===== src/rtl/seg7_pkg.sv =====
// Shared definitions for 7-segment scan decoding: glyph patterns, cathode bit order,
// and the one-hot-low anode helper.
package seg7_pkg;

    localparam int MAX_DIGITS = 32;

    // Cathode bit positions, active-low, a is the LSB.
    typedef enum int {
        CATH_A = 0,
        CATH_B = 1,
        CATH_C = 2,
        CATH_D = 3,
        CATH_E = 4,
        CATH_F = 5,
        CATH_G = 6
    } cath_bit_e;

    // Glyph patterns written g..a, active-low.
    localparam logic [6:0] SEG_0     = 7'b1000000;
    localparam logic [6:0] SEG_1     = 7'b1111001;
    localparam logic [6:0] SEG_2     = 7'b0100100;
    localparam logic [6:0] SEG_3     = 7'b0110000;
    localparam logic [6:0] SEG_4     = 7'b0011001;
    localparam logic [6:0] SEG_5     = 7'b0010010;
    localparam logic [6:0] SEG_6     = 7'b0000010;
    localparam logic [6:0] SEG_7     = 7'b1111000;
    localparam logic [6:0] SEG_8     = 7'b0000000;
    localparam logic [6:0] SEG_9     = 7'b0010000;
    localparam logic [6:0] SEG_A     = 7'b0001000;
    localparam logic [6:0] SEG_B     = 7'b0000011;
    localparam logic [6:0] SEG_C     = 7'b1000110;
    localparam logic [6:0] SEG_D     = 7'b0100001;
    localparam logic [6:0] SEG_E     = 7'b0000110;
    localparam logic [6:0] SEG_F     = 7'b0001110;
    localparam logic [6:0] SEG_BLANK = 7'b1111111;

    typedef struct packed {
        logic       valid;
        logic [4:0] index;
    } onehot_t;

    // valid only when exactly one bit is low; index is the position of that bit.
    function automatic onehot_t onehot_low_index(input logic [MAX_DIGITS-1:0] vec);
        onehot_t r;
        int      zeros;
        r     = '0;
        zeros = 0;
        for (int i = 0; i < MAX_DIGITS; i++) begin
            if (!vec[i]) begin
                zeros++;
                r.index = 5'(i);
            end
        end
        r.valid = (zeros == 1);
        return r;
    endfunction

endpackage


===== src/rtl/seg7_pattern_decode.sv =====
// Combinational decode of an active-low 7-segment cathode pattern back to a hex nibble.
module seg7_pattern_decode
    import seg7_pkg::*;
(
    input  logic [6:0] cath,
    output logic       ok,
    output logic [3:0] nib
);

    always_comb begin
        // NOTE: assigning defaults before the case keeps every path driven, so no latch is inferred.
        ok  = 1'b0;
        nib = 4'h0;
        case (cath[CATH_G:CATH_A])
            SEG_0:     begin ok = 1'b1; nib = 4'h0; end
            SEG_1:     begin ok = 1'b1; nib = 4'h1; end
            SEG_2:     begin ok = 1'b1; nib = 4'h2; end
            SEG_3:     begin ok = 1'b1; nib = 4'h3; end
            SEG_4:     begin ok = 1'b1; nib = 4'h4; end
            SEG_5:     begin ok = 1'b1; nib = 4'h5; end
            SEG_6:     begin ok = 1'b1; nib = 4'h6; end
            SEG_7:     begin ok = 1'b1; nib = 4'h7; end
            SEG_8:     begin ok = 1'b1; nib = 4'h8; end
            SEG_9:     begin ok = 1'b1; nib = 4'h9; end
            SEG_A:     begin ok = 1'b1; nib = 4'hA; end
            SEG_B:     begin ok = 1'b1; nib = 4'hB; end
            SEG_C:     begin ok = 1'b1; nib = 4'hC; end
            SEG_D:     begin ok = 1'b1; nib = 4'hD; end
            SEG_E:     begin ok = 1'b1; nib = 4'hE; end
            SEG_F:     begin ok = 1'b1; nib = 4'hF; end
            SEG_BLANK: begin ok = 1'b0; nib = 4'h0; end
            default:   begin ok = 1'b0; nib = 4'h0; end
        endcase
    end

endmodule


===== src/rtl/seg7_scan_capture.sv =====
// Captures a multiplexed 7-segment scan (AN/CATH) and republishes it as a decoded
// hex frame with a one-cycle valid pulse.
module seg7_scan_capture
    import seg7_pkg::*;
#(
    parameter int NUM_DIGITS    = 8,
    parameter int SETTLE_CYCLES = 4
) (
    input  logic                    clk,
    input  logic                    reset,
    input  logic [NUM_DIGITS-1:0]   AN,
    input  logic [6:0]              CATH,
    output logic [4*NUM_DIGITS-1:0] digits,
    output logic [NUM_DIGITS-1:0]   digit_ok,
    output logic                    frame_valid,
    output logic                    an_err
);

    localparam logic [7:0] SETTLE_MAX  = 8'(SETTLE_CYCLES);
    localparam logic [7:0] SETTLE_LAST = 8'(SETTLE_CYCLES - 1);

    logic [NUM_DIGITS-1:0]   an_m, an_s, an_p;
    logic [6:0]              cath_m, cath_s, cath_p;
    logic [7:0]              cnt, cnt_next;
    logic                    captured;
    logic [NUM_DIGITS-1:0]   seen, seen_next;
    logic [4*NUM_DIGITS-1:0] work_nib;
    logic [NUM_DIGITS-1:0]   work_ok;

    logic                    changed, capture, multi_zero, complete;
    logic [MAX_DIGITS-1:0]   an_pad;
    onehot_t                 oh;
    logic                    dec_ok;
    logic [3:0]              dec_nib;

    seg7_pattern_decode u_decode (
        .cath (cath_s),
        .ok   (dec_ok),
        .nib  (dec_nib)
    );

    always_comb begin
        changed = (an_s != an_p) || (cath_s != cath_p);

        an_pad                 = '1;
        an_pad[NUM_DIGITS-1:0] = an_s;
        oh                     = onehot_low_index(an_pad);
        multi_zero             = !oh.valid && !(&an_s);

        cnt_next = cnt;
        if (changed) begin
            cnt_next = '0;
        end else if (cnt < SETTLE_MAX) begin
            cnt_next = cnt + 8'd1;
        end

        // A change clears the captured flag in the same cycle, so it must not block this capture.
        capture  = (cnt_next == SETTLE_LAST) && (changed || !captured) && oh.valid;
        // Gating on frame_valid keeps the pulse from ever repeating on back-to-back cycles.
        complete = (&seen) && !frame_valid;

        seen_next = complete ? '0 : seen;
        for (int i = 0; i < NUM_DIGITS; i++) begin
            if (capture && (int'(oh.index) == i)) begin
                seen_next[i] = 1'b1;
            end
        end
    end

    always_ff @(posedge clk or posedge reset) begin
        if (reset) begin
            an_m        <= '1;
            an_s        <= '1;
            an_p        <= '1;
            cath_m      <= '1;
            cath_s      <= '1;
            cath_p      <= '1;
            cnt         <= '0;
            captured    <= 1'b0;
            seen        <= '0;
            work_nib    <= '0;
            work_ok     <= '0;
            digits      <= '0;
            digit_ok    <= '0;
            frame_valid <= 1'b0;
            an_err      <= 1'b0;
        end else begin
            // NOTE: non-blocking updates let the frame copy read working values from before this cycle's capture.
            an_m        <= AN;
            an_s        <= an_m;
            an_p        <= an_s;
            cath_m      <= CATH;
            cath_s      <= cath_m;
            cath_p      <= cath_s;
            cnt         <= cnt_next;
            captured    <= capture || (captured && !changed);
            seen        <= seen_next;
            an_err      <= an_err || multi_zero;
            frame_valid <= complete;

            if (complete) begin
                digits   <= work_nib;
                digit_ok <= work_ok;
            end

            for (int i = 0; i < NUM_DIGITS; i++) begin
                if (capture && (int'(oh.index) == i)) begin
                    work_nib[i*4 +: 4] <= dec_nib;
                    work_ok[i]         <= dec_ok;
                end
            end
        end
    end

endmodule


===== config.mk =====
export PLATFORM = sky130hd
export DESIGN_NAME = seg7_scan_capture
export DESIGN_NICKNAME = d
export VERILOG_FILES = /design/src/rtl/seg7_pkg.sv /design/src/rtl/seg7_pattern_decode.sv /design/src/rtl/seg7_scan_capture.sv
export SDC_FILE = /design/constraint.sdc
export NUM_CORES = 1
export LEC_CHECK = 0
export CAP_MARGIN = 20
export CORE_MARGIN = 4
export CORE_UTILIZATION = 30
export DETAILED_ROUTE_END_ITERATION = 8
export MAX_ROUTING_LAYER = met4
export PLACE_DENSITY_LB_ADDON = 0.2
export SLEW_MARGIN = 20
export SYNTH_ARGS = -nofsm -noshare
export SYNTH_HDL_FRONTEND = slang
export SYNTH_SLANG_ARGS = --single-unit

===== constraint.sdc =====
create_clock -name clk -period 5.9 [get_ports clk]
set_clock_uncertainty 0.15 [all_clocks]
set_input_delay 0.885 -clock clk [delete_from_list [all_inputs] [get_ports clk]]
set_output_delay 0.885 -clock clk [all_outputs]
set_load 0.02 [all_outputs]

==> flow_summary.toml <==
[layout]
n_antenna_cell = 0
syn2layout_area_growth_pct = 28.6
seq_area_um2 = 3660
multi_input_area_um2 = 2570
drive_above_1_share = 0.251
final_cell_mix = "nand2_1 (142), dfrtp_1 (99), clkdlybuf4s50_1 (58)"
nFillCells = 1938
final_net_count = 629
layout_commonest_cell = "nand2_1"

[sta]
hold_ws_ns = 0.205
tightest_slew_ns = 0.922
fin_crit_sh = 0.955
finalHoldViolations = 0
relSlewSlack = 0.385
finalCriticalPeriod_ns = 5.63
setup_viol = 0
setup_ws_ns = 0.268
drv_slew = 0
fmax_ghz = 0.178

[floorplanning]
dieHeight_um = 151
core_area_um2 = 20200
rows = 52
start_util = 0.305
die_w_um = 151
io_pins = 59
die_area_um2 = 22900

[grt]
grt_usage = 0.121
grt_max_degree = 106
grt_pass1_wl_mm = 21.2
overflow = 0
antenna_found_initial = 0
grt_pass1_vias = 4108

[power]
irDropWorstVdd_mv = 0.209
power_mw = 2.34
power_density_nw_per_um2 = 294
power_leakage_nw = 3.71

[critical_path]
worstSetupPathType = "flip-flop to flip-flop"
worstPathRequired_ns = 6.04
crit_fanout = 6
timing.rr.start = "an_s[1]"
crit_path_start_kind = "flip-flop"
rrSetupSlack_ns = 0.27
end_kind = "flip-flop"
crit_arrival_ns = 5.77
crit_path_start = "an_s[1]"

[drt]
wl_mm = 12.7
dr.pass1.iters = 4
drt-initial-drc-count = 193
antenna_left = 0
vias_per_cell = 4.48
num_vias = 3977
drc = 0
wl_per_cell_um = 14.4

[placed_design]
dp_slack_ns = -0.0687
place_hpwl_mm = 8.59
port_buffers = 58
place.gp.congestion = 0.755

[clock_tree]
clk_pin_slew_ns = 0.06
clockRootBuffer = "clkbuf_16"
insertion_delay_ns = 0.41
cts_sinks = 144
cts_tree = "built"
numCtsBuffers = 17
cts_max_path_buffers = 2
h-tree-depth = 4

[synthesis]
yosysWarnings = 0
synthSimpleGateAreaFrac = 0.170
syn_nets = 561
synth_edf_count = 0
synthMuxAreaShare = 0.0886
syn_area_um2 = 6170
yosys_most_used_dff = "dfrtp_1"
synth.avg_cell_area_um2 = 11.5
async_reset_ff_frac = 1.00
synth_top_area_cell = "dfrtp_1"
netlist_top_cells_area = "dfrtp_1 (40%), dfstp_2 (19%), nand2_1 (8.6%), mux2_1 (5.1%), mux2_4 (2.9%)"
yosysTopAreaCellShare = 0.401
ys_seq_elements = 144
syn_inst = 536
synth_top_family_by_area = "simple AND/OR/NAND/NOR gates"
synth.distinct_cells = 56
yosys.area_share.adder = 0.0162
yosysSeqAreaShare = 0.593
synth-compound-area-share = 0.0547
synth_xor_area_frac = 0.0505

[job]
cap_violations = 0

[min_path]
worstHoldStart = "an_m[4]"
hp-class = "flip-flop to flip-flop"

[run_status]
outcome = "completed"
[area by class of cell]
type | count | area share
Timing Repair Buffer | 78 | 0.0939
Clock buffer | 23 | 0.0643
Clock inverter | 9 | 0.00867
Multi-Input combinational cell | 352 | 0.324
Inverter | 11 | 0.00615
Tap cell | 270 | 0.0425
Sequential cell | 144 | 0.461
[flip-flops by register name, indices dropped and copies added, names as in the netlist]
name	flops
digit_ok	8
work_nib	32
cath_p	7
an_err	1
seen	8
an_s	8
cath_s	7
captured	1
work_ok	8
an_p	8
cath_m	7
cnt	8
frame_valid	1
digits	32
an_m	8
[critical path: stages (launching register included)]
cell       delay (ns)
dfstp_2          0.58
ha_2             0.23
nand2b_1         0.10
and2_4           0.18
ha_4             0.21
nor2b_2          0.16
a31oi_2          0.19
inv_2            0.07
ha_4             0.26
nor2_1           0.04
a21oi_1          0.14
ha_1             0.25
nor2b_4          0.14
a31oi_2          0.16
o21ai_1          0.11
ha_1             0.32
mux2_4           0.29
ha_4             0.16
nand2b_4         0.09
xor2_4           0.18
xnor2_2          0.14
mux2i_2          0.34
o2111ai_4        0.19
buf_6            0.20
nor3_4           0.18
buf_6            0.16
mux2_4           0.30
[report_power, final]
group / internal [mW] / switching (mW)
clock: 0.616 / 0.413
sequential: 1.02 / 0.0237
combinational: 0.128 / 0.139
[stage by stage]
stage / util / cell area, µm² / instances / TNS [ns]
finish: 0.392 / 7940 / 887 / 0
global route: 0.392 / 7940 / 887 / -0.0576
CTS: 0.380 / 7690 / 885 / -0.0985
detailed placement: 0.350 / 7090 / 851 / -0.560
global placement: 0.350 / 7090 / 851 / 0
floorplan: - / 6170 / 536 / 0
[metal layers]
metal | global-route usage | vias to the layer above | part of all wire
li1 | - | 1940 | -
met1 | 0.167 | 1935 | 0.49
met2 | 0.174 | 87 | 0.45
met3 | 0.0323 | 15 | 0.042
met4 | 0.0372 | 0 | 0.016
met5 | - | - | 0
[kinds of logic (layout without fill, tap and decap cells)]
family                     Yosys count  in the layout
and+or+nand+nor                    223            223
DFF                                144            144
muxes                               45             45
AOI/OAI and AO/OA                   43             43
buffers and inverters               40            121
xor gates and xnor gates            33             33
adders and majority gates            8              8
[timing repair]
item / in CTS / in global routing
setup buffers: 2 / 2
setup endpoints to repair: 40 / 49
gates resized for setup: 2 / 46
pin swaps: 1 / 8
hold buffers: 0 / 0
[path summary, 6_finish.rpt]
path	endpoint	depth (start not counted)
setup / recovery	work_nib[0]	26
hold / removal	an_s[4]	0
setup reg to reg	work_nib[0]	26
hold reg to reg	an_s[4]	0
max in group asynchronous	seen[3]	3
min in group asynchronous	an_err	2
[cells in the mapped netlist, drive strengths merged (2+ instances only)]
master     n
nor4       8
nand2    142
a31oi      4
o21ai      7
a21oi      6
a21o       6
or4        2
nand4b     2
buf        8
o311ai     2
o22ai      3
nand2b     8
nand3b     2
nor2b      7
inv       11
mux2      41
nor2      11
and3       2
or3        4
o32ai      2
xnor2     20
ha         8
nor3      13
clkbuf    21
dfrtp     99
nand4      5
o2111ai    3
and2       8
nand3      7
dfstp     45
a211o      2
mux2i      4
xor2      12
No activity file was read; power rests on OpenSTA's default activity.
==> RTL change 1: new RTL, same flow settings <==
Set the parameter `NUM_DIGITS` to 9 (it was 8).
--- a/src/rtl/seg7_scan_capture.sv
+++ b/src/rtl/seg7_scan_capture.sv
@@ -4,5 +4,5 @@
     import seg7_pkg::*;
 #(
-    parameter int NUM_DIGITS    = 8,
+    parameter int NUM_DIGITS    = 9,
     parameter int SETTLE_CYCLES = 4
 ) (
Ports: changed (resized AN, digit_ok and digits); port bits go from 59 to 65. No check against the original RTL was run, so the function may have changed too.
==> RTL change 1 against the unedited design <==
- global-route usage increased by 0.40 points
- cell area rose by 10%
- synthesized cell count rose by 12%
- sequential cell count grew 14
- highest routed layer unchanged
- worst setup slack improved by 0.034 ns
- sequential share of layout area down 0.10 points
- synthesized area up 12%
- power is 9.9% higher
- routed wire length grew 17%
- count of clock-buffer cells in the layout is 5 lower
==> RTL change 1: results (changes against the unedited design) <==
Clock tree
  – Clk Latency, worst-skew pair: 0.42 ns
  – H-tree Lvls: 4 (unchanged)
  – Reg clk slew, reported paths: 0.07 ns
  – Root Driver: clkbuf_16
  – Clock buffer depth: 2 (unchanged)
  – CTS Buf Count: 17 (unchanged)

Detailed routing
  – Via-per-instance ratio: 4.65 (+3.7%)
  – Starting DRT DRC Count: 243 (+26%)
  – Final wirelength: 14900 um (+17%)
  – DR pass1 iterations: 6 (+2)

Power and ir drop
  – Max rail drop VDD: 161 uV (-23%)
  – Pleak: 4.05 nW (+9.1%)

Synth
  – Ys Warns: 0 (unchanged)
  – Register area share after synthesis: 0.581 (-0.0119)
  – Yosys cell types: 63 (+13%)
  – Top post-synthesis cells by area: dfrtp_1 (40%), dfstp_2 (18%), nand2_1 (9.0%)
  – Commonest cells post-synth: nand2_1 (166), dfrtp_1 (110), dfstp_2 (48)
  – Most used DFF post-synth: dfrtp_1
  – Mapped Nets: 628 (+12%)
  – Synth async-reset ratio: 1.00 (unchanged)

Global routing
  – Largest net degree at the start of global routing: 111 (+4.7%)
  – First-pass GRT wire length: 25200 um (+19%)
  – Vias in the first global route: 4845 (+18%)
  – Initial antenna violation count: 0 (unchanged)
  – Overall Global Routing Usage: 0.125 (+0.00400)

Layout
  – Storage cell area: 4020 sq um (+9.8%)
  – Top Registers: digits x36, work_nib x36
  – Layout cell share with drive strength beyond 1: 0.275 (+0.0239)
  – Nets: 702 (+12%)
  – Layout fillers: 2116 (+9.2%)
  – Antenna diodes: 0 (unchanged)

Setup path
  – Slowest-stage cell, CP: dfstp_2
  – Crit-path max cell delay: 0.54 ns (-0.04 ns)
  – Critical Path Fanout Max: 6 (unchanged)
  – Arr. time, crit path: 5.76 ns (about the same)
  – Worst Reg-to-Reg Cells: 31 (+19%)

STA
  – Hold Fails Final Rpt: 0 (unchanged)
  – Worst Max-Slew Pin Slew: 0.787 ns (-0.135 ns)

Placement
  – Dpl hpwl: 9930 um (+16%)
  – Placed cell areas: 7880 sq um (+11%)
  – GPL Wtd Cong: 0.773 (+2.4%)
  – Buffers on Ports: 64 (+10%)

Worst hold path
  – HP Class: reg2reg
  – Hold Path Stages: 0 (unchanged)

Outcome
  – Outcome: completed
==> RTL change 1: cell count changes after synthesis, moves of 5 or more <==
cell     delta
and2_1      +5
xnor2_1     +8
nand2_1    +24
dfrtp_1    +11
mux2_4      -7
mux2_2     +39
xor2_1      -9
mux2_1     -28
o21ai_1     -5
==> RTL change 1: power by group <==
group | total, mW | internal [mW] | switching (mW) | leakage (nW)
Combinational | 0.354 | 0.177 | 0.177 | 1.73
Clock | 1.07 | 0.574 | 0.499 | 0.284
Sequential | 1.14 | 1.11 | 0.0265 | 2.04
==> RTL change 1: per-layer routing <==
layer,wire length [um],vias to the layer above,track usage
met5,0,-,-
met4,219,0,0.0402
met3,339,14,0.0263
met2,7500,74,0.206
met1,6860,2275,0.154
li1,-,2157,-
==> RTL change 1: final cells by class <==
type,count,share of cell area
clock buffer,18,0.0503
clock inverter,14,0.0165
timing repair buffer,85,0.0950
tap,285,0.0408
multi-input combinational,399,0.331
inverter,13,0.00616
sequential,158,0.460
==> RTL change 1: logic make-up after synthesis <==
logic type / share of synthesized area
simple gates: 0.175
flops: 0.581
compound gates: 0.0612
mux: 0.0775
buf+inv: 0.0255
xor+xnor: 0.0619
fa+ha+maj: 0.0181
==> RTL change 1: repair_timing <==
item / in CTS / in global routing
pin swaps: 2 / 9
buffers inserted: 4 / 3
setup endpoints to repair: 45 / 55
resized for setup: 7 / 28
==> RTL change 1: through the flow <==
stage	instances	setup TNS, ns	worst slack (ns)
2_1_floorplan	600	0	0.0504
3_3_place_gp	932	0	0.0367
3_5_place_dp	932	-2.68	-0.106
4_1_cts	968	0	0.0128
5_1_grt	972	-0.274	-0.0297
6_report	972	0	0.302
==> RTL change 1: critical path: cells and delay by family, from the launching register on <==
family,cells,cell delay [ns]
and+or+nand+nor,9,0.89
xor gates and xnor gates,1,0.21
muxes,1,0.32
AOI/OAI and AO/OA,6,1.11
buffers and inverters,8,0.75
adders and majority gates,6,1.53
DFF,1,0.54
==> RTL change 1: final timing paths <==
check | from | slack [ns] | endpoint
setup reg to reg | an_s[1] | 0.30 | work_nib[23]
hold / removal | an_m[8] | 0.21 | an_s[8]
setup / recovery | an_s[1] | 0.30 | work_nib[23]
hold reg to reg | an_m[8] | 0.21 | an_s[8]
min in group asynchronous | reset | 0.72 | an_err
max in group asynchronous | reset | 3.62 | digits[0]
==> RTL change 2: new RTL, same flow settings <==
Without the edit above. Register the input `CATH` before use. The logic sees it one clock later. The other inputs are not delayed to match.
--- a/src/rtl/seg7_scan_capture.sv
+++ b/src/rtl/seg7_scan_capture.sv
@@ -19,4 +19,10 @@
     localparam logic [7:0] SETTLE_MAX  = 8'(SETTLE_CYCLES);
     localparam logic [7:0] SETTLE_LAST = 8'(SETTLE_CYCLES - 1);
+
+    logic [6:0] CATH_q;
+
+    always_ff @(posedge clk) begin
+        CATH_q <= CATH;
+    end
 
     logic [NUM_DIGITS-1:0]   an_m, an_s, an_p;
@@ -90,5 +96,5 @@
             an_s        <= an_m;
             an_p        <= an_s;
-            cath_m      <= CATH;
+            cath_m      <= CATH_q;
             cath_s      <= cath_m;
             cath_p      <= cath_s;
Function: same outputs for any inputs over 10 cycles, from zero or initial values and one cycle with reset high; that may be too few to reach the edited logic, so the function may still have changed.
==> RTL change 2 against the unedited design <==
- worst setup slack worse by 0.21 ns
- count of clock-buffer cells in the layout down 4
- critical endpoint is now work_nib[23]
- power rose by 4.6%
- cell area is 2.8% higher
- sequential share of layout area increased by 0.47 points
- synthesized area up 1.1%
- sequential cell count is 7 higher
- routed wire length rose by 3.9%
- largest power group unchanged
==> RTL change 2: results (changes against the unedited design) <==
Outcome
  – Outcome: completed

STA
  – Final setup viols: 0 (unchanged)
  – Setup tns final: 0 ns (unchanged)
  – Fin worst setup slack: 0.0557 ns (-0.212 ns)
  – Worst Max-Slew Pin Slew: 0.905 ns (-0.0168 ns)
  – Final hold slack: 0.145 ns (-0.0600 ns)

Synth
  – Post-Synth Adder-Cell Area: 0.0160 (-0.000176)
  – Synth async-reset ratio: 0.954 (-0.0464)
  – Yosys cell types: 59 (+5.4%)
  – Top post-synthesis cells by area: dfrtp_1 (40%), dfstp_2 (19%), nand2_1 (8.5%)
  – Mapped Nets: 564 (+0.53%)
  – Synth Area in XOR/XNOR: 0.0501 (-0.000346)
  – Syn Area/Cell: 11.6 sq um (+0.53%)
  – Post-synthesis compound-gate area fraction: 0.0584 (+0.00362)
  – Commonest cells post-synth: nand2_1 (142), dfrtp_1 (99), dfstp_2 (45)
  – Multiplexer share of the synthesized area: 0.0796 (-0.00898)
  – Register area share after synthesis: 0.609 (+0.0160)
  – Ys Warns: 0 (unchanged)
  – Most used DFF post-synth: dfrtp_1

Detailed routing
  – WL per Instance: 14.4 um (+0.31%)
  – Starting DRT DRC Count: 217 (+12%)
  – Via-per-instance ratio: 4.61 (+2.9%)
  – DR pass1 iterations: 4 (unchanged)

Setup path
  – Worst Reg-to-Reg Cells: 25 (-3.8%)
  – Critical Path Start: an_s[1]
  – Crit-path max cell delay: 0.56 ns (-0.02 ns)
  – CP delay by family, top: adder cells
  – CP endpoint: work_nib[23]
  – Slowest-stage cell, CP: dfstp_2
  – Critical Path Fanout Max: 6 (unchanged)

Clock tree
  – Clk Latency, worst-skew pair: 0.42 ns
  – CTS Buf Count: 17 (unchanged)
  – Clock buffer depth: 2 (unchanged)
  – H-tree Lvls: 4 (unchanged)
  – Root Driver: clkbuf_16
  – Reg clk slew, reported paths: 0.06 ns (about the same)

Layout
  – Antenna diodes: 0 (unchanged)
  – Top Registers: digits x32, work_nib x32
  – Layout fillers: 1948 (+0.52%)
  – Nets: 661 (+5.1%)
  – Fin cells: 919 (+3.6%)
  – Layout cell share with drive strength beyond 1: 0.302 (+0.0508)

Global routing
  – First-pass GRT wire length: 22300 um (+5.2%)
  – Vias in the first global route: 4524 (+10%)
  – Overall Global Routing Usage: 0.122 (+0.000489)
  – Initial antenna violation count: 0 (unchanged)
  – Largest net degree at the start of global routing: 101 (-4.7%)

Placement
  – Placed cell areas: 7160 sq um (+0.94%)
  – Dpl hpwl: 8460 um (-1.5%)
  – GPL Wtd Cong: 0.807 (+6.9%)
  – Placed Cells: 853 (+0.24%)
  – Buffers on Ports: 58 (unchanged)
  – Pre-CTS setup slack: -0.194 ns (-0.125 ns)

Worst hold path
  – HP Class: reg2reg

Power and ir drop
  – Power density over cell area: 300 nW/um^2 (+1.8%)
  – Max rail drop VDD: 202 uV (-3.5%)
  – Pleak: 3.81 nW (+2.6%)
-- RTL change 2: cell types whose count changed in the layout (fill, tap and decap cells not counted), sizes merged, moves of 4 or more --
cell / delta
a2111oi: +4
a31oi: -4
buf: +28
clkbuf: -4
dfxtp: +7
nand3: +6
nor2: +6
nor2b: +6
nor3: -10
nor4: -6
xor2: -8
-- RTL change 2: worst min-delay path by stage --
stage                   start        end  cells after the start
global placement    CATH_q[0]  cath_m[0]                      0
global route        CATH_q[1]  cath_m[1]                      0
CTS                 CATH_q[4]  cath_m[4]                      0
detailed placement  CATH_q[0]  cath_m[0]                      0
finish              CATH_q[4]  cath_m[4]                      0
floorplan           CATH_q[0]  cath_m[0]                      0
-- RTL change 2: report_power, final --
part,leakage [nW],switching [mW],internal (mW)
registers,1.91,0.0220,1.07
logic,1.62,0.144,0.173
clock network,0.284,0.454,0.586
total,3.81,0.620,1.82
-- RTL change 2: layer usage --
metal | global-route usage | routed length [um] | vias up
li1 | - | - | 2009
met1 | 0.141 | 5940 | 2085
met2 | 0.196 | 6370 | 106
met3 | 0.0295 | 546 | 38
met5 | - | 0 | -
met4 | 0.0651 | 380 | 0
-- RTL change 2: kinds of logic (layout without fill, tap and decap cells) --
group / after synthesis / in the layout
simple gates: 225 / 225
fa+ha+maj: 8 / 8
xor+xnor: 30 / 30
compound gates: 44 / 44
mux: 44 / 44
flops: 151 / 151
buf+inv: 37 / 147
-- RTL change 2: final cells by class --
class,instances,area share
inverters,9,0.00475
repair buffers,106,0.116
clock buffers,19,0.0569
well taps,270,0.0414
clock inverters,13,0.0132
multi-input cells,351,0.302
flip-flops and latches,151,0.466
-- RTL change 2: what timing repair did --
item / in CTS / in global routing
setup buffers: 27 / 8
resized for setup: 16 / 23
pin swaps: 8 / 16
hold buffers: 0 / 0
endpoints found under the setup margin: 40 / 48
